File: config.mk
export PLATFORM = sky130hd
export DESIGN_NAME = seq_div_8by4
export DESIGN_NICKNAME = d
export VERILOG_FILES = /design/src/rtl/seq_div_pkg.sv /design/src/rtl/div_step.sv /design/src/rtl/seq_div_8by4.sv
export SDC_FILE = /design/constraint.sdc
export NUM_CORES = 1
export LEC_CHECK = 0
export CORE_ASPECT_RATIO = 0.5
export CORE_MARGIN = 1
export CORE_UTILIZATION = 30
export CTS_CLUSTER_SIZE = 10
export DETAILED_ROUTE_END_ITERATION = 7
export GPL_ROUTABILITY_DRIVEN = 1
export PLACE_DENSITY = 0.48
export SYNTH_ARGS = -nofsm -noshare
export SYNTH_HDL_FRONTEND = slang
export SYNTH_SLANG_ARGS = --single-unit
File: constraint.sdc
create_clock -name clk -period 2.2 [get_ports clk]
set_input_delay 0.44 -clock clk [delete_from_list [all_inputs] [get_ports clk]]
set_output_delay 0.44 -clock clk [all_outputs]
set_load 0.02 [all_outputs]
File: src/rtl/seq_div_pkg.sv
// -----------------------------------------------------------------------------
// seq_div_pkg
// Shared definitions for the sequential 2N-by-N restoring divider:
//   DEFAULT_N : default divisor/remainder width (dividend/quotient is 2*N)
//   state_t   : controller state encoding (IDLE, BUSY, DONE)
// -----------------------------------------------------------------------------
package seq_div_pkg;

    localparam int DEFAULT_N = 4;

    typedef enum logic [1:0] {
        IDLE = 2'd0,
        BUSY = 2'd1,
        DONE = 2'd2
    } state_t;

endpackage

File: src/rtl/div_step.sv
// -----------------------------------------------------------------------------
// div_step
// One combinational restoring-division step. It shifts the next dividend bit
// into the partial remainder, compares against the divisor, and subtracts
// when the shifted remainder is large enough.
// Ports:
//   rem_in   [N:0]   partial remainder before the step
//   bit_in           next dividend bit (MSB first)
//   divisor  [N-1:0] divisor
//   rem_out  [N:0]   partial remainder after the step
//   q_bit            quotient bit produced by this step
// -----------------------------------------------------------------------------
module div_step
    import seq_div_pkg::*;
#(
    parameter int N = DEFAULT_N
) (
    input  logic [N:0]   rem_in,
    input  logic         bit_in,
    input  logic [N-1:0] divisor,
    output logic [N:0]   rem_out,
    output logic         q_bit
);

    logic [N:0] shifted;
    logic       unused_rem_msb;

    // The remainder entering a step is always below the divisor, so its MSB
    // carries no information and is dropped by the shift. With a zero divisor
    // the remainder simply becomes a window over the last N dividend bits.
    assign unused_rem_msb = rem_in[N];

    always_comb begin
        shifted = {rem_in[N-1:0], bit_in};
        if (shifted >= {1'b0, divisor}) begin
            q_bit   = 1'b1;
            rem_out = shifted - {1'b0, divisor};
        end else begin
            q_bit   = 1'b0;
            rem_out = shifted;
        end
    end

endmodule

File: src/rtl/seq_div_8by4.sv
// -----------------------------------------------------------------------------
// seq_div_8by4
// Sequential restoring divider: 2N-bit dividend / N-bit divisor, one quotient
// bit per clock, MSB first. Fixed latency: done pulses 2*N+1 edges after the
// accepting edge. Results hold until the next accepted request.
// Ports:
//   clk              rising-edge clock
//   reset            asynchronous active-low reset
//   A       [2N-1:0] dividend, captured on the accepting edge
//   B       [N-1:0]  divisor, captured on the accepting edge
//   start            request, level-sampled while idle
//   quotient[2N-1:0] registered quotient
//   remainder[N-1:0] registered remainder
//   busy             high while iterating
//   done             one-cycle pulse when results update
//   dbz              divide-by-zero flag, valid with done
// Configuration macro:
//   SEQ_DIV_DBZ_CHECK_EN - a zero divisor skips iteration and finishes one
//                          edge after acceptance with dbz=1. When undefined,
//                          dbz stays 0 and B=0 runs the normal iteration.
// -----------------------------------------------------------------------------
module seq_div_8by4
    import seq_div_pkg::*;
#(
    parameter int N = DEFAULT_N
) (
    input  logic           clk,
    input  logic           reset,
    input  logic [2*N-1:0] A,
    input  logic [N-1:0]   B,
    input  logic           start,
    output logic [2*N-1:0] quotient,
    output logic [N-1:0]   remainder,
    output logic           busy,
    output logic           done,
    output logic           dbz
);

    localparam int CNT_W = (2 * N > 1) ? $clog2(2 * N) : 1;
    localparam logic [CNT_W-1:0] LAST_CNT = CNT_W'(2 * N - 1);

    state_t         state_q, state_d;
    logic [CNT_W-1:0] cnt_q, cnt_d;
    logic [N:0]     rem_q, rem_d;
    logic [2*N-1:0] dvd_q, dvd_d;
    logic [N-1:0]   div_q, div_d;
    logic [2*N-1:0] quotient_q, quotient_d;
    logic [N-1:0]   remainder_q, remainder_d;
    logic           busy_q, busy_d;
    logic           done_q, done_d;
    logic           dbz_q, dbz_d;

    logic [N:0]     step_rem;
    logic           step_qbit;

    div_step #(.N(N)) u_step (
        .rem_in  (rem_q),
        .bit_in  (dvd_q[2*N-1]),
        .divisor (div_q),
        .rem_out (step_rem),
        .q_bit   (step_qbit)
    );

    // Next-state logic. The dividend register doubles as the quotient
    // register: each step shifts out the next dividend bit at the top and
    // shifts the new quotient bit in at the bottom, so after 2*N steps it
    // holds the full quotient.
    always_comb begin
        state_d     = state_q;
        cnt_d       = cnt_q;
        rem_d       = rem_q;
        dvd_d       = dvd_q;
        div_d       = div_q;
        quotient_d  = quotient_q;
        remainder_d = remainder_q;
        dbz_d       = dbz_q;

        unique case (state_q)
            IDLE: begin
                if (start) begin
                    dvd_d   = A;
                    div_d   = B;
                    cnt_d   = '0;
                    rem_d   = '0;
                    state_d = BUSY;
`ifdef SEQ_DIV_DBZ_CHECK_EN
                    // Preload the zero-divisor answer so DONE can publish
                    // it exactly like a normal result.
                    if (B == '0) begin
                        dvd_d   = '1;
                        rem_d   = {1'b0, A[N-1:0]};
                        state_d = DONE;
                    end
`endif
                end
            end
            BUSY: begin
                rem_d = step_rem;
                dvd_d = {dvd_q[2*N-2:0], step_qbit};
                cnt_d = cnt_q + CNT_W'(1);
                if (cnt_q == LAST_CNT) begin
                    state_d = DONE;
                end
            end
            DONE: begin
                quotient_d  = dvd_q;
                remainder_d = rem_q[N-1:0];
`ifdef SEQ_DIV_DBZ_CHECK_EN
                dbz_d       = (div_q == '0);
`endif
                state_d     = IDLE;
            end
            default: begin
                state_d = IDLE;
            end
        endcase

        busy_d = (state_d == BUSY);
        done_d = (state_q == DONE);
    end

    // Single state register for the controller, datapath and registered
    // outputs; reset clears everything immediately.
    always_ff @(posedge clk or negedge reset) begin
        if (!reset) begin
            state_q     <= IDLE;
            cnt_q       <= '0;
            rem_q       <= '0;
            dvd_q       <= '0;
            div_q       <= '0;
            quotient_q  <= '0;
            remainder_q <= '0;
            busy_q      <= 1'b0;
            done_q      <= 1'b0;
            dbz_q       <= 1'b0;
        end else begin
            state_q     <= state_d;
            cnt_q       <= cnt_d;
            rem_q       <= rem_d;
            dvd_q       <= dvd_d;
            div_q       <= div_d;
            quotient_q  <= quotient_d;
            remainder_q <= remainder_d;
            busy_q      <= busy_d;
            done_q      <= done_d;
            dbz_q       <= dbz_d;
        end
    end

    assign quotient  = quotient_q;
    assign remainder = remainder_q;
    assign busy      = busy_q;
    assign done      = done_q;
    assign dbz       = dbz_q;

endmodule

Word level (Yosys, flattened, before mapping)
Cells that the tools add are included.
{"block": "word_totals", "ff_bits": 35, "input_bits": 15, "out_inout_bits": 15, "wordCells": 32}
{"block": "op_classes", "addsub": 2, "order_cmp": 1, "eq_ne": 5, "muxes": 11, "n_reduce_logical": 4}
{"op": "$pmux 8 s2", "n": 1}
{"op": "$mux 4", "n": 2}
{"op": "$mux 8", "n": 1}
{"op": "$pmux 4 s2", "n": 1}
{"op": "$pmux 3 s2", "n": 1}
{"op": "$ge 5x4->1", "n": 1}
{"op": "$eq 2x1->1 const B", "n": 2}
{"op": "$mux 2", "n": 2}
{"op": "$pmux 2 s2", "n": 1}
{"op": "$reduce_and 2->1", "n": 2}
{"op": "$sub 4x4->4", "n": 1}
{"op": "$add 3x1->3 const B", "n": 1}
{"op": "$eq 3x3->1 const B", "n": 1}
{"op": "$mux 3", "n": 1}
{"op": "$eq 2x2->1 const B", "n": 1}
{"op": "$logic_not 2->1", "n": 1}
{"op": "$ne 2x2->1 const B", "n": 1}
{"op": "$reduce_bool 2->1", "n": 1}
{"op": "$mux 1", "n": 1}

Logic depth before layout (Yosys ltp)
{"block": "depth", "word_depth": 4, "ltp_mapped": 6, "ltp_nobuf": 6}

Hierarchy
A second synthesis with hierarchy kept.
{"block": "unflattened", "cells_unflattened": 146, "area_unflattened_um2": 1841.8}
{"mod": "seq_div_8by4", "n_inst": 1, "cells_each": 111, "area_per_inst_um2": 1594.0, "seq_area_each_um2": 900.9}
{"mod": "div_step", "n_inst": 1, "cells_each": 35, "area_per_inst_um2": 247.7, "seq_area_each_um2": 0.0}

Least setup slack after synthesis
OpenSTA, ideal clock, no wires.
{"block": "synth_path", "kind": "reg2reg", "startpoint": "register rem_q[1]", "endpoint": "register rem_q[0]", "setup_ns": 0.126, "arrival_ns": 1.623, "required_time_ns": 2.074, "slack_ns": 0.451, "stages_incl_launch_ff": 6, "n_path_buf": 0, "synth_period_minus_slack_ns": 1.749, "cell_sequence": "dfrtp_1 -> ha_1 -> or2_1 -> a211oi_2 -> nor4_1 -> a311o_1"}
{"block": "synth_via", "elab_chain_cells": 3}
{"element": "start, declared", "line_no": "seq_div_8by4.sv:44", "rtl": "logic [N:0] rem_q, rem_d;"}
{"element": "start signal, assigned", "line_no": "seq_div_8by4.sv:139", "rtl": "rem_q <= rem_d;"}
{"element": "$ge 5x4->1", "line_no": "div_step.sv:35", "rtl": "if (shifted >= {1'b0, divisor}) begin"}
{"element": "$mux 4", "line_no": "div_step.sv:35"}
{"element": "$pmux 4 s2", "line_no": "seq_div_8by4.sv:78", "rtl": "unique case (state_q)"}
No other way between the ends.
A chain may end at the register's enable or synchronous reset.

Final worst setup path
Ends and elaborated chain as after synthesis.

==> results.yml <==
run_status:
  status: "complete, no violations"
timing:
  drv_slew: 0
  finalCritPeriodShare_pct: 87.0
  fin_crit_ns: 1.91
  setup-tns-final_ns: 0
  hold_violations: 0
  worstMarginPinSlew_ns: 0.685
  hold_ws_ns: 0.483
  rsz0062_at_grt: "no"
  clock.fmax_ghz: 0.523
  skew_ns: 0.00533
  setup_violations: 0
  relSlewSlack_pct: 54.3
yosys:
  synth_fa_ha_area_share_pct: 5.87
  synthArstFlopShare_pct: 100
  ys_ff_latch: 35
  synthMuxAreaShare_pct: 6.95
  synth_top_area_share_pct: 54.1
  synth_area_um2: 1620
  syn_nets: 178
  synthesis.instances: 156
  synth_ff_type: "dfrtp_1"
  yosysMostFrequentCell: "dfrtp_1"
  ys_seq_area_share_pct: 54.1
  synth-simple-area-share_pct: 14.7
  synth-compound-area-share_pct: 12.7
  yosysTopAreaCell: "dfrtp_1"
  postSynthAreaPerCell_um2: 10.4
  synth_common_cells: "dfrtp_1, nand2_1, o21ai_0"
  synth_edf_count: 0
  yosysWarnings: 0
  synth_top_family_by_area: "simple AND/OR/NAND/NOR gates"
  synth_xor_area_share_pct: 1.08
  synth_area_leaders: "dfrtp_1, mux2_2, nand2_1"
  synth.distinct_cells: 32
job:
  cap_violations: 0
setup_path:
  r2r_start: "rem_q[1]"
  cp-startpoint: "rem_q[1]"
  startpoint_type: "register"
  endpoint_kind: "register"
  critPathKind: "reg2reg"
  slowest_delay_ns: 0.41
  arrival_ns: 2.08
  crit_family: "compound AO/OA/AOI/OAI gates"
  critical_path_required_ns: 2.37
  critPathBufInv: 0
  crit_fanout: 4
  path_cells: "ha_1 -> or2_1 -> a211oi_2 -> nor4_1 -> a311o_1"
  slowest_stage: "dfrtp_1"
clock_tree:
  cts_buffer_depth: 2
  clkTransAtPathRegs_ns: 0.07
  hold_buffers: 0
  postCtsSetupBuffers: 0
  clk-insertion-delay-late_ns: 0.29
  tritoncts: "done"
  cts_inserted_buffers: 5
  h-tree-depth: 2
  post_cts_resized: 0
  clock_sinks: 35
  cts-root-buf: "clkbuf_8"
final_layout:
  nNetsFinal: 208
  drive_gt1_share_pct: 11.4
  diodes: 0
  seq_area_um2: 876
  multiInputGateArea_um2: 674
  nFillCells: 508
  instances_no_fill: 255
  area_growth_syn_to_layout_pct: 26.3
pwr:
  power_frac_comb_pct: 50.4
  swShare_pct: 39.6
  power.density_nw_per_um2: 1540
  total_power_mw: 3.16
  p_int_mw: 1.91
  p_switching_mw: 1.25
  power_leakage_nw: 0.873
  vdd.ir_drop.worst_mv: 0.352
  clock_power_share_pct: 13.8
  power_frac_seq_pct: 35.9
global_route:
  grt_pass1_vias: 1100
  grt_first_pass_wirelength_mm: 5.49
  grt_max_degree: 36
  track_usage_pct: 13.2
  antenna_found_initial: 0
  grt-ovfl-total: 0
die:
  dieWidth_um: 106
  core_um2: 5070
  rows: 18
  fp.dieArea_um2: 5720
  start_util_pct: 32.0
  io_pins: 30
  fp.dieH_um: 54.0
placed_design:
  place_congestion: 0.849
  dp_hpwl_mm: 2.31
  place_inst: 249
  portBuffers: 28
routing:
  vias_per_cell: 4.63
  dr.pass1.iters: 4
  wl_mm: 3.28
  drtIter0Drc: 39
  ant_nets: 0
  post_drt_wl_per_cell_um: 12.9
  post-route-drc-count: 0
  dr_total_vias: 1180
min_path:
  hp-class: "reg2reg"
  hold_start: "remainder[0]"
[worst register-to-register path: stages, from the launching register on]
cell      delay (ns)
dfrtp_1         0.41
ha_1            0.35
or2_1           0.25
a211oi_2        0.35
nor4_1          0.09
a311o_1         0.33
[power groups by stage]
stage	combinational, mW	sequential (mW)	clock (mW)
after floorplan	1.01	1.24	0
after global placement	1.59	1.15	0
after detailed placement	1.60	1.15	0
after CTS	1.61	1.14	0.447
after global routing	1.80	1.18	0.479
final	1.59	1.13	0.434
[state kept, by name, summed over array words and instances (netlist names)]
name / count
done: 1
cnt_q: 3
quotient: 8
rem_q: 4
div_q: 4
busy: 1
dvd_q: 8
state_q: 2
remainder: 4
[layout by cell type, fill, tap and decap left out, types with 4 or more instances in the layout]
cell and instances:
ha_1 6, mux2_2 10, nor2_1 9, buf_4 4, a31oi_1 6, dfrtp_1 35
inv_1 7, clkdlybuf4s50_1 28, nand2_1 29, o21ai_0 12, clkbuf_8 5
[cell families (layout without fill, tap and decap cells)]
logic type                 after synthesis  count (layout)
AOI/OAI and AO/OA                       32              32
xor gates and xnor gates                 2               2
adders and majority gates                7               7
buffers and inverters                   16              45
DFF                                     35              35
muxes                                   10              10
other                                    1               1
and+or+nand+nor                         53              53
[stage by stage]
step / utilization, % / setup slack [ns] / instance area (µm²)
2_1_floorplan: - / 0.451 / 1620
3_3_place_gp: 39.0 / 0.351 / 1970
3_5_place_dp: 39.0 / 0.341 / 1970
4_1_cts: 40.4 / 0.309 / 2050
5_1_grt: 40.4 / 0.210 / 2050
6_report: 40.4 / 0.287 / 2050
[layer usage]
layer  GRT usage, %  vias to the layer above  share of wire [%]
met1           17.9                      554                 50
met4           6.48                        0                1.6
li1               -                      592                  -
met5              0                        -                  0
met2           19.3                       28                 44
met3           4.12                        6                4.7
[cell type report]
class | instances | area share, %
multi-input combinational | 105 | 32.9
tap | 70 | 4.28
inverter | 7 | 1.28
clock buffer | 6 | 3.55
sequential | 35 | 42.8
timing repair buffer | 32 | 15.2
[worst paths after layout]
check	endpoint	cells after the start	slack [ns]
worst max-delay path	rem_q[0]	5	0.29
worst min-delay path	remainder[0]	2	0.48
worst max register to register	rem_q[0]	5	0.29
worst min register to register	remainder[0]	2	0.48
max in group asynchronous	dvd_q[3]	2	1.32
min in group asynchronous	div_q[1]	2	0.57
Power figures use the tool's default switching activity.
